## config.mk

```make
export PLATFORM = sky130hd
export DESIGN_NAME = seq_detector_moore_param
export DESIGN_NICKNAME = d
export VERILOG_FILES = /design/src/rtl/seq_detector_moore_param.sv
export SDC_FILE = /design/constraint.sdc
export NUM_CORES = 1
export LEC_CHECK = 0
export ABC_AREA = 1
export CAP_MARGIN = 20
export CORE_ASPECT_RATIO = 1.4
export CORE_MARGIN = 10
export CORE_UTILIZATION = 40
export CTS_CLUSTER_DIAMETER = 150
export DETAILED_ROUTE_END_ITERATION = 16
export HOLD_SLACK_MARGIN = 0.1
export PLACE_DENSITY = 0.66
export SLEW_MARGIN = 20
export SYNTH_ARGS = -nofsm -noshare
export SYNTH_HDL_FRONTEND = slang
export SYNTH_SLANG_ARGS = --single-unit
```

## constraint.sdc

```tcl
create_clock -name clk -period 3.4 [get_ports clk]
set_clock_uncertainty 0.2 [all_clocks]
set_input_delay 0.51 -clock clk [delete_from_list [all_inputs] [get_ports clk]]
set_output_delay 0.51 -clock clk [all_outputs]
set_load 0.1 [all_outputs]
```

## src/rtl/seq_detector_moore_param.sv

```systemverilog
// seq_detector_moore_param: run-time configurable Moore serial pattern detector with saturating match counter
module seq_detector_moore_param #(
   parameter int MAX_LEN = 8,
   parameter int CNT_W   = 8,
   parameter int LEN_W   = $clog2(MAX_LEN+1)
) (
   input  logic               clk,
   input  logic               reset,
   input  logic               en,
   input  logic               x,
   input  logic               cfg_load,
   input  logic [MAX_LEN-1:0] cfg_pattern,
   input  logic [LEN_W-1:0]   cfg_len,
   input  logic               cfg_overlap,
   input  logic               cnt_clr,
   output logic               y,
   output logic [CNT_W-1:0]   match_cnt
);
   logic [MAX_LEN-1:0] pat_q, pat_d, hist_q, hist_d, hist_n, mask;
   logic [LEN_W-1:0]   len_q, len_d, fill_q, fill_d, fill_n, len_c;
   logic               ovl_q, ovl_d, y_q, y_d, hit;
   logic [CNT_W-1:0]   cnt_q, cnt_d;
   always_ff @(posedge clk) begin
      if (reset) begin
         pat_q  <= '0;
         len_q  <= LEN_W'(MAX_LEN);
         ovl_q  <= 1'b1;
         hist_q <= '0;
         fill_q <= '0;
         y_q    <= 1'b0;
         cnt_q  <= '0;
      end else begin
         pat_q  <= pat_d;
         len_q  <= len_d;
         ovl_q  <= ovl_d;
         hist_q <= hist_d;
         fill_q <= fill_d;
         y_q    <= y_d;
         cnt_q  <= cnt_d;
      end
   end
   always_comb begin
      hist_n = {hist_q[MAX_LEN-2:0], x};
      fill_n = (fill_q >= len_q) ? len_q : fill_q + LEN_W'(1);
      mask   = ~({MAX_LEN{1'b1}} << len_q);
      hit    = en && !cfg_load && (fill_n == len_q) && (((hist_n ^ pat_q) & mask) == '0);
      len_c  = (cfg_len == '0) ? LEN_W'(1) : (cfg_len > LEN_W'(MAX_LEN)) ? LEN_W'(MAX_LEN) : cfg_len;
      pat_d  = cfg_load ? cfg_pattern : pat_q;
      len_d  = cfg_load ? len_c : len_q;
      ovl_d  = cfg_load ? cfg_overlap : ovl_q;
      hist_d = cfg_load ? '0 : en ? hist_n : hist_q;
      // non-overlapping mode restarts the fill so the next match needs len fresh bits
      fill_d = cfg_load ? '0 : !en ? fill_q : (hit && !ovl_q) ? '0 : fill_n;
      y_d    = hit;
      cnt_d  = cnt_clr ? CNT_W'(hit) : (hit && cnt_q != '1) ? cnt_q + CNT_W'(1) : cnt_q;
   end
   assign y         = y_q;
   assign match_cnt = cnt_q;
endmodule

```

# ---- Word-level counts from Yosys, hierarchy flattened
# Index checks and enable logic that the tools add are counted.
dict set report word_totals {
  register_bits 33
}
dict set report classes {
  addsub 2
  order_cmp 2
  eq_ne 2
  shifts 1
  mux 6
  n_bitwise 3
  n_reduce_logical 12
}
# cell n
set op_table {}
lappend op_table {{two-way mux 4 bit} 4}
lappend op_table {{adder 8 x 1 -> 8 bit (second input constant)} 1}
lappend op_table {{bitwise AND 8 bit} 1}
lappend op_table {{logical NOT 8 bit} 1}
lappend op_table {{!= test 8 bit (second input constant)} 1}
lappend op_table {{inverter 8 bit} 1}
lappend op_table {{left shift 8 x 4 -> 8 bit (first input constant)} 1}
lappend op_table {{bitwise XOR 8 bit} 1}
lappend op_table {{logical AND 1 bit} 5}
lappend op_table {{adder 4 x 1 -> 4 bit (second input constant)} 1}
lappend op_table {{== test 4 bit} 1}
lappend op_table {{greater-or-equal comparator 4 bit} 1}
lappend op_table {{> comparator 4 bit (second input constant)} 1}
lappend op_table {{logical NOT 4 bit} 1}
lappend op_table {{OR reduction 2 bit} 2}
lappend op_table {{logical NOT 1 bit} 2}
lappend op_table {{two-way mux 1 bit} 2}
lappend op_table {{nonzero test 2 bit} 1}

# ---- Longest topological paths before layout
# Gate-level depths: netlist of run 1.
dict set report depth {
  ltp_word 8
  ltp_mapped 13
  ltp_nobuf 13
}

# ---- Least setup slack after synthesis of run 1
# Ideal clock, no wire load.
dict set report synth_timing {
  path_type {register -> register}
  start {reg cnt_q[1] (netlist: match_cnt[1])}
  end {reg cnt_q[0] (netlist: match_cnt[0])}
  setup_time_ns 0.109
  t_arrival_ns 2.235
  slack_ns 0.856
  stages_incl_launch_ff 10
  n_path_buf 0
  synth_period_minus_slack_ns 2.544
  path_cell_list {dfxtp_1 > ha_1 > nand2_1 > inv_1 > nand3_1 > or2_2 > nand3_1 > nand2_1 > nand2_1 > nor2_1}
}
dict set report synth_between {
  elab_chain_len 3
}
# element line_no
set synth_lines {}
lappend synth_lines {{start: declaration} 22} ;# logic [CNT_W-1:0] cnt_q, cnt_d;
lappend synth_lines {{start signal: assignment} 39} ;# cnt_q <= cnt_d;
lappend synth_lines {{!= test 8 bit} 55} ;# cnt_d = cnt_clr ? CNT_W'(hit) : (hit && cnt_q != '1) ? cnt_q + CNT_W'(1) : cnt_q;
lappend synth_lines {{logical AND 1 bit} 55}
lappend synth_lines {{nonzero test 2 bit (no source line)} -}
# No other way between the ends.
# A chain may end at the register's enable or synchronous reset.

# ---- Worst setup path in the final report of run 1
dict set report layout_timing {
  start {in en}
  end {reg fill_q[2]}
}
dict set report layout_between {
  elab_chain_len 5
}
# element line_no
set layout_lines {}
lappend layout_lines {{start: declaration} 9} ;# input logic en,
lappend layout_lines {{logical AND 1 bit (3 in series)} 46} ;# hit = en && !cfg_load && (fill_n == len_q) && (((hist_n ^ pat_q) & mask) == '0);
lappend layout_lines {{logical AND 1 bit} 53} ;# fill_d = cfg_load ? '0 : !en ? fill_q : (hit && !ovl_q) ? '0 : fill_n;
lappend layout_lines {{two-way mux 4 bit} 53}
lappend layout_lines {{end signal: assignment} 37} ;# fill_q <= fill_d;
lappend layout_lines {{end: declaration} 20} ;# logic [LEN_W-1:0] len_q, len_d, fill_q, fill_d, fill_n, len_c;
# Several ways; a longest one is shown, not always the timed one.

==> out/qor.txt, run 1 <==
Largest delay share family, worst path: simple AND/OR/NAND/NOR gates
Main combinational cell family by area after synthesis: simple AND/OR/NAND/NOR gates
Chip height: 99.7 µm
Post-route setup TNS: 0 ns
Share of post-route cells with drive strength above 1: 9.27%
Number of buffers on the longest clock path: 2
Clock latency reported for the late side of the worst-skew pair: 0.29 ns
Cell mode on critical path: sky130_fd_sc_hd__nand2_1
Static leakage: 0.000980 µW
Total wire length after detailed routing: 4.30 mm
Synth Area in Compound Gates: 14.0%
Diode count: 0
Number of top-level pins: 28
Clk sink count: 33
Data arrival time of the critical path: 2.45 ns
Synth unique cells: 24
Remaining global-route overflow: 0
First-pass GRT wire length: 7.26 mm
Worst setup path startpoint: en
Depth of the most critical reg-to-reg path: 11
Post-synth top flop: sky130_fd_sc_hd__dfxtp_1
MaxCap Viol Count: 0
Number of levels in the clock H-tree: 2
Number of standard-cell rows in the floorplan: 28
Crit path capture type: register
Total Die Area: 7680 µm²
Final Cycle Share: 73.4%
Starting utilization of the core area: 42.2%
Number of nets at the end of the flow: 327
Power density cells: 386 nW/µm²
Post-detailed-placement half-perimeter wirelength: 3.40 mm
Post-Place Cell Area: 2130 µm²
Mux cell area share after synthesis: 0%
Worst reg2reg startpoint: len_q[3]$_SDFFE_PP1P_
CP Max Fanout: 13
Min cycle time layout: 2.49 ns
CTS tree: built
Mean area per synthesized cell: 6.70 µm²
Post-synthesis to final-layout area growth: 22.5%
Number of antenna violations at the first check in global routing: 0
Buffers inserted during post-CTS setup optimization: 0
IR drop worst, VDD: 0.287 mV
Count of endpoints failing hold in the final timing report: 0
Worst hold slack: 0.292 ns
Endpoint of the worst-slack reg-to-reg timing path: fill_q[2]$_SDFFE_PP0P_
Vias after detailed routing: 1765
Peak Freq: 0.401 GHz
Critical path launch point type: input port
XOR/XNOR share of the synthesized area: 3.37%
Reg clk slew, reported paths: 0.07 ns
Most common library cells after synthesis: sky130_fd_sc_hd__nand2_1, sky130_fd_sc_hd__inv_1, sky130_fd_sc_hd__dfxtp_1
Critical Setup Path Class: in -> reg
Sequential area share after synthesis: 36.4%
Worst endpoint required time: 3.36 ns
Number of violations reported at the end of detailed-routing iteration 0: 127
Fill cell total of the finished layout: 437
Post-CTS Hold Buffers: 0
Slowest Stage Delay on Critical Path: 0.68 ns
Total of flip-flops plus latches after synthesis: 33
Post-synth EDFFs: 0
Number of gates resized after CTS: 0
Cell types occupying the most area after synthesis: sky130_fd_sc_hd__dfxtp_1, sky130_fd_sc_hd__nand2_1, sky130_fd_sc_hd__inv_1
Slew headroom: 34.8%
Run status: complete, no violations
Avg Vias per Cell: 4.88
Clock buffer count from CTS: 5
Setup repair after global routing missed its margin: no
Total number of cells along the worst setup path: 10
Cells traversed along the worst timing path: clkdlybuf4s50_1 > inv_1 > nor2_1 > nand2_1 > nor2_2 > nand3_2 > nor2_4 > nand3_1 > nand2_1 > a21oi_1
Gate count after technology mapping: 271
Yosys warns: 0
R2r setup slk: 1.11 ns
Vias in the first global route: 1711
Floorplan Core Area: 4310 µm²
Hold Path Stages: 2
Wire length per cell: 11.9 µm
Global-route total usage across every layer: 11.4%
Cell area after layout: 2220 µm²
Largest area contributor in the synthesized netlist: sky130_fd_sc_hd__dfxtp_1
# DRC: 0
Master of the slowest instance on the critical path: sky130_fd_sc_hd__clkdlybuf4s50_1
Number of nets in the synthesized netlist: 296
Most numerous cell in the Yosys netlist: sky130_fd_sc_hd__nand2_1
Share of the synthesized area in the top cell type: 36.4%
Share of synthesized registers carrying an async set or reset: 0%
Buffers added on ports: 27
Share of synthesized cell area in and, or, nand and nor gates: 32.6%
Type of the worst min-delay path: reg -> reg
Post-synthesis instance area: 1820 µm²
Max Slew Vio Count: 0
Pin count of the biggest net entering global routing: 14
Number of failing setup endpoints in the final timing report: 0
Count of TritonRoute iterations in the first routing pass: 4
Weighted congestion reported at the end of routability-driven placement: 0.855
Actual slew at the worst max-slew pin: 0.974 ns
Worst setup endpoint: fill_q[2]$_SDFFE_PP0P_
Synth Area in Adders: 4.13%
Die span in x: 77.0 µm
WP buf/inv: 2
CTS Root Cell: sky130_fd_sc_hd__clkbuf_8
Number of nets still failing antenna checks after routing: 0
-- worst reg2reg max path: stages (launching register included) --
cell                      delay (ns)
sky130_fd_sc_hd__dfxtp_1        0.46
sky130_fd_sc_hd__inv_2          0.13
sky130_fd_sc_hd__ha_1           0.32
sky130_fd_sc_hd__nand2_1        0.05
sky130_fd_sc_hd__inv_1          0.06
sky130_fd_sc_hd__nand3_1        0.11
sky130_fd_sc_hd__nand3_2        0.17
sky130_fd_sc_hd__nor2_1         0.10
sky130_fd_sc_hd__nor2_4         0.22
sky130_fd_sc_hd__nand3_1        0.19
sky130_fd_sc_hd__nand2_1        0.10
sky130_fd_sc_hd__a21oi_1        0.06
-- area by class of cell --
cell class | count | area [µm²] | share of cell area [%]
multi-input combinational | 192 | 983 | 44.2
sequential | 33 | 661 | 29.7
timing repair buffer | 28 | 258 | 11.6
inverter | 42 | 158 | 7.09
clock buffer | 6 | 82.6 | 3.71
tap | 60 | 75.1 | 3.37
clock inverter | 1 | 7.51 | 0.337
-- through the flow --
stage	util (%)	instances	power, µW	setup WS, ns
6_report	51.6	362	860	0.906
5_1_grt	51.6	362	900	0.713
4_1_cts	51.6	362	868	0.915
3_5_place_dp	49.5	355	564	0.602
3_3_place_gp	49.5	355	563	0.660
2_1_floorplan	-	271	516	0.856
-- worst min-delay path by stage --
stage	slack (ns)	startpoint	endpoint
final	0.29	hist_q[0]$_SDFFE_PP0P_	hist_q[1]$_SDFFE_PP0P_
after global routing	0.30	ovl_q$_SDFFE_PP1P_	ovl_q$_SDFFE_PP1P_
after CTS	0.29	ovl_q$_SDFFE_PP1P_	ovl_q$_SDFFE_PP1P_
after detailed placement	0.28	ovl_q$_SDFFE_PP1P_	ovl_q$_SDFFE_PP1P_
after global placement	0.28	ovl_q$_SDFFE_PP1P_	ovl_q$_SDFFE_PP1P_
after floorplan	0.23	ovl_q$_SDFFE_PP1P_	ovl_q$_SDFFE_PP1P_
-- state kept, by name, summed over array words and instances, names as in the netlist --
| register | flops |
|---|---|
| match_cnt | 8 |
| hist_q | 7 |
| pat_q | 8 |
| len_q | 4 |
| ovl_q | 1 |
| y | 1 |
| fill_q | 4 |
-- layout by cell type (no fill, tap or decap), types with 5 or more instances in the layout --
| master | synthesis | layout |
|---|---|---|
| sky130_fd_sc_hd__inv_1 | 39 | 39 |
| sky130_fd_sc_hd__xor2_1 | 5 | 5 |
| sky130_fd_sc_hd__ha_1 | 6 | 6 |
| sky130_fd_sc_hd__clkbuf_8 | 0 | 6 |
| sky130_fd_sc_hd__dfxtp_1 | 33 | 33 |
| sky130_fd_sc_hd__a21oi_1 | 22 | 22 |
| sky130_fd_sc_hd__nand3_1 | 11 | 11 |
| sky130_fd_sc_hd__o21ai_0 | 14 | 14 |
| sky130_fd_sc_hd__nor2_1 | 24 | 24 |
| sky130_fd_sc_hd__nand2_1 | 78 | 78 |
| sky130_fd_sc_hd__buf_4 | 0 | 9 |
| sky130_fd_sc_hd__nand4_1 | 9 | 9 |
| sky130_fd_sc_hd__clkdlybuf4s50_1 | 0 | 19 |
-- power by group --
part / internal, µW / total [µW] / switching [µW] / leakage [µW]
logic: 57.3 / 142 / 84.5 / 0.000667
registers: 401 / 413 / 12.5 / 0.000269
clock network: 160 / 305 / 145 / 0.0000433
-- logic make-up (layout without fill, tap and decap cells) --
group,count (synthesis),after routing
flops,33,33
fa+ha+maj,6,6
simple gates,133,133
buf+inv,46,77
xor+xnor,7,7
compound gates,46,46
-- metal layers --
layer  share of wire, %  GRT usage, %  routed length [µm]
met1                 39          10.1                1670
met5                  0             0                   0
met2                 55          22.2                2350
met4                1.6          5.88                  70
met3                4.9          3.87                 209
(Power assumes the default switching activity.)
==> inputs of run 2 (changes only) <==
Settings changed: PLACE_DENSITY 0.66 to 0.69.
Clock period 3.4 ns to 2.1 ns, I/O delays scaled along.
==> run 2 against run 1 <==
  * Final area increased by 8.9%
  * Via count rose by 2.7%
  * First-iteration DRC count down 17%
  * Highest routed layer unchanged
  * Combinational power increased by 100%
  * Critical endpoint is now match_cnt[1]$_SDFFE_PP0P_
  * Total power is 68% higher
  * Clock power increased by 62%
  * Wire length grew 3.0%
  * Register-to-register slack got worse by 0.94 ns
  * Worst setup slack worse by 0.74 ns
  * Die area is the same
  * Global-route usage is 0.68 points higher
  * Hold slack got worse by 0.019 ns
==> out/qor.txt, run 2 (synthesis gave the netlist of run 1 again) <==
First-pass GRT wire length: 7.73 mm (+6.5%)
Starting utilization of the core area: 42.2% (unchanged)
Number of cells after detailed placement: 369 (+3.9%)
Number of failing setup endpoints in the final timing report: 0 (unchanged)
Actual slew at the worst max-slew pin: 0.423 ns (-0.552 ns)
Pin count of the biggest net entering global routing: 14 (unchanged)
Clock buffer count from CTS: 5 (unchanged)
Number of buffers on the longest clock path: 2 (unchanged)
Weighted congestion reported at the end of routability-driven placement: 0.871 (+1.8%)
Die span in x: 77.0 µm (unchanged)
Post-Place Cell Area: 2280 µm² (+6.7%)
Vias in the first global route: 1783 (+4.2%)
Remaining global-route overflow: 0 (unchanged)
Max Slew Vio Count: 0 (unchanged)
Avg Vias per Cell: 4.79 (-1.7%)
Data arrival time of the critical path: 1.96 ns (-0.49 ns)
Number of levels in the clock H-tree: 2 (unchanged)
Most frequent cells in the layout: sky130_fd_sc_hd__nand2_1, sky130_fd_sc_hd__inv_1, sky130_fd_sc_hd__nor2_1
Critical path launch point type: register
Place WS: 0.0579 ns (-0.544 ns)
CTS tree: built
Cell Count, Final, Fillers Out: 378 (+4.4%)
Floorplan Core Area: 4310 µm² (unchanged)
Most common library cell in the layout ignoring fill and taps: sky130_fd_sc_hd__nand2_1
Chip height: 99.7 µm (unchanged)
CP Max Fanout: 9 (-4)
# DRC: 0 (unchanged)
Final worst-path setup slack: 0.166 ns (-0.740 ns)
Post-route setup TNS: 0 ns (unchanged)
Count of TritonRoute iterations in the first routing pass: 4 (unchanged)
Reg clk slew, reported paths: 0.07 ns (about the same)
Number of nets still failing antenna checks after routing: 0 (unchanged)
Power density cells: 597 nW/µm² (+54%)
Number of antenna violations at the first check in global routing: 0 (unchanged)
Number of top-level pins: 28 (unchanged)
Global-route total usage across every layer: 12.1% (+0.68 points)
Share of post-route cells with drive strength above 1: 20.4% (+11 points)
Buffers added on ports: 27 (unchanged)
Setup repair after global routing missed its margin: yes
Count of endpoints failing hold in the final timing report: 0 (unchanged)
Run status: complete, no violations
Clock latency reported for the late side of the worst-skew pair: 0.29 ns (about the same)
Final Cycle Share: 92.1%
Crit path capture type: register
Total Power Consumption: 1450 µW (+68%)
Critical Setup Path Class: reg -> reg
Diode count: 0 (unchanged)
Wire length per cell: 11.7 µm (-1.3%)
Post-synthesis to final-layout area growth: 33.3%
CTS Root Cell: sky130_fd_sc_hd__clkbuf_8
Type of the worst min-delay path: reg -> reg
Number of standard-cell rows in the floorplan: 28 (unchanged)
IR drop worst, VDD: 0.340 mV (+18%)
Number of nets at the end of the flow: 342 (+4.6%)
Static leakage: 0.00107 µW (+8.8%)
Total Die Area: 7680 µm² (unchanged)
Total wire length after detailed routing: 4.43 mm (+3.0%)
Cell area after layout: 2420 µm² (+8.9%)
Slew headroom: 71.8% (+37 points)
Peak Freq: 0.517 GHz
Clk sink count: 33 (unchanged)
Post-CTS Hold Buffers: 0 (unchanged)
MaxCap Viol Count: 0 (unchanged)
Worst endpoint required time: 2.13 ns (-1.23 ns)
Min cycle time layout: 1.93 ns
Vias after detailed routing: 1812 (+2.7%)
Post-detailed-placement half-perimeter wirelength: 3.53 mm (+3.7%)
Number of violations reported at the end of detailed-routing iteration 0: 105 (-17%)
==> run 2: changes by cell type in the layout (fill, tap and decap cells not counted), moves of 3 or more <==
cell	previous run	this run
sky130_fd_sc_hd__dfxtp_1	33	20
sky130_fd_sc_hd__inv_2	3	6
sky130_fd_sc_hd__buf_4	9	23
sky130_fd_sc_hd__dfxtp_2	0	10
sky130_fd_sc_hd__inv_1	39	36
sky130_fd_sc_hd__dfxtp_4	0	3
==> run 2: worst paths after layout <==
| kind | from | end | slack (ns) | cells past startpoint |
|---|---|---|---|---|
| setup reg to reg | fill_q[1]$_SDFFE_PP0P_ | match_cnt[1]$_SDFFE_PP0P_ | 0.17 | 12 |
| hold reg to reg | ovl_q$_SDFFE_PP1P_ | ovl_q$_SDFFE_PP1P_ | 0.27 | 2 |
| hold / removal | ovl_q$_SDFFE_PP1P_ | ovl_q$_SDFFE_PP1P_ | 0.27 | 2 |
| setup / recovery | fill_q[1]$_SDFFE_PP0P_ | match_cnt[1]$_SDFFE_PP0P_ | 0.17 | 12 |
==> run 2: routing by layer <==
layer	part of all wire [%]	track usage, %
met1	41	12.0
met4	2.1	5.74
met5	0	0
met2	53	22.5
met3	4.1	3.51
==> run 2: repair_timing <==
item | CTS | global route
setup endpoints to repair | 0 | 12
endpoints found under the hold margin | 0 | 0
gates resized for setup | 0 | 15
buffers inserted | 0 | 1
==> run 2: power breakdown <==
group	switching (µW)	leakage (µW)	total, µW	internal [µW]
registers	17.1	0.000276	664	647
logic	152	0.000744	288	136
clock network	226	0.0000455	493	267
total	396	0.00107	1450	1050
==> run 2: stage by stage <==
stage	hold WS [ns]	utilization [%]
after floorplan	0.177	-
after global placement	0.267	52.8
after detailed placement	0.268	52.8
after CTS	0.278	54.9
after global routing	0.313	56.2
final	0.273	56.2
==> run 2: worst max-delay path, cell delays in order (launching register included) <==
cell                       delay (ns)
sky130_fd_sc_hd__dfxtp_4         0.37
sky130_fd_sc_hd__ha_4            0.28
sky130_fd_sc_hd__inv_2           0.03
sky130_fd_sc_hd__o21bai_1        0.16
sky130_fd_sc_hd__nand2_2         0.08
sky130_fd_sc_hd__nand4_1         0.14
sky130_fd_sc_hd__nand2_1         0.09
sky130_fd_sc_hd__nand2_2         0.11
sky130_fd_sc_hd__buf_12          0.13
sky130_fd_sc_hd__nand3_4         0.09
sky130_fd_sc_hd__nand2_2         0.07
sky130_fd_sc_hd__nand2_1         0.04
sky130_fd_sc_hd__nor2_1          0.09
==> run 2: layout make-up <==
type                       instances  area, µm²
fill                             421       1890
multi-input combinational        192       1020
inverter                          42        158
timing repair buffer              43        393
sequential                        33        684
clock buffer                       8       90.1
tap                               60       75.1
==> inputs of run 3 (changes only) <==
Settings changed: CAP_MARGIN 20 to 5.
==> results of run 3 <==
Same layout as run 2: the final DEF is identical, and so are final timing and power.
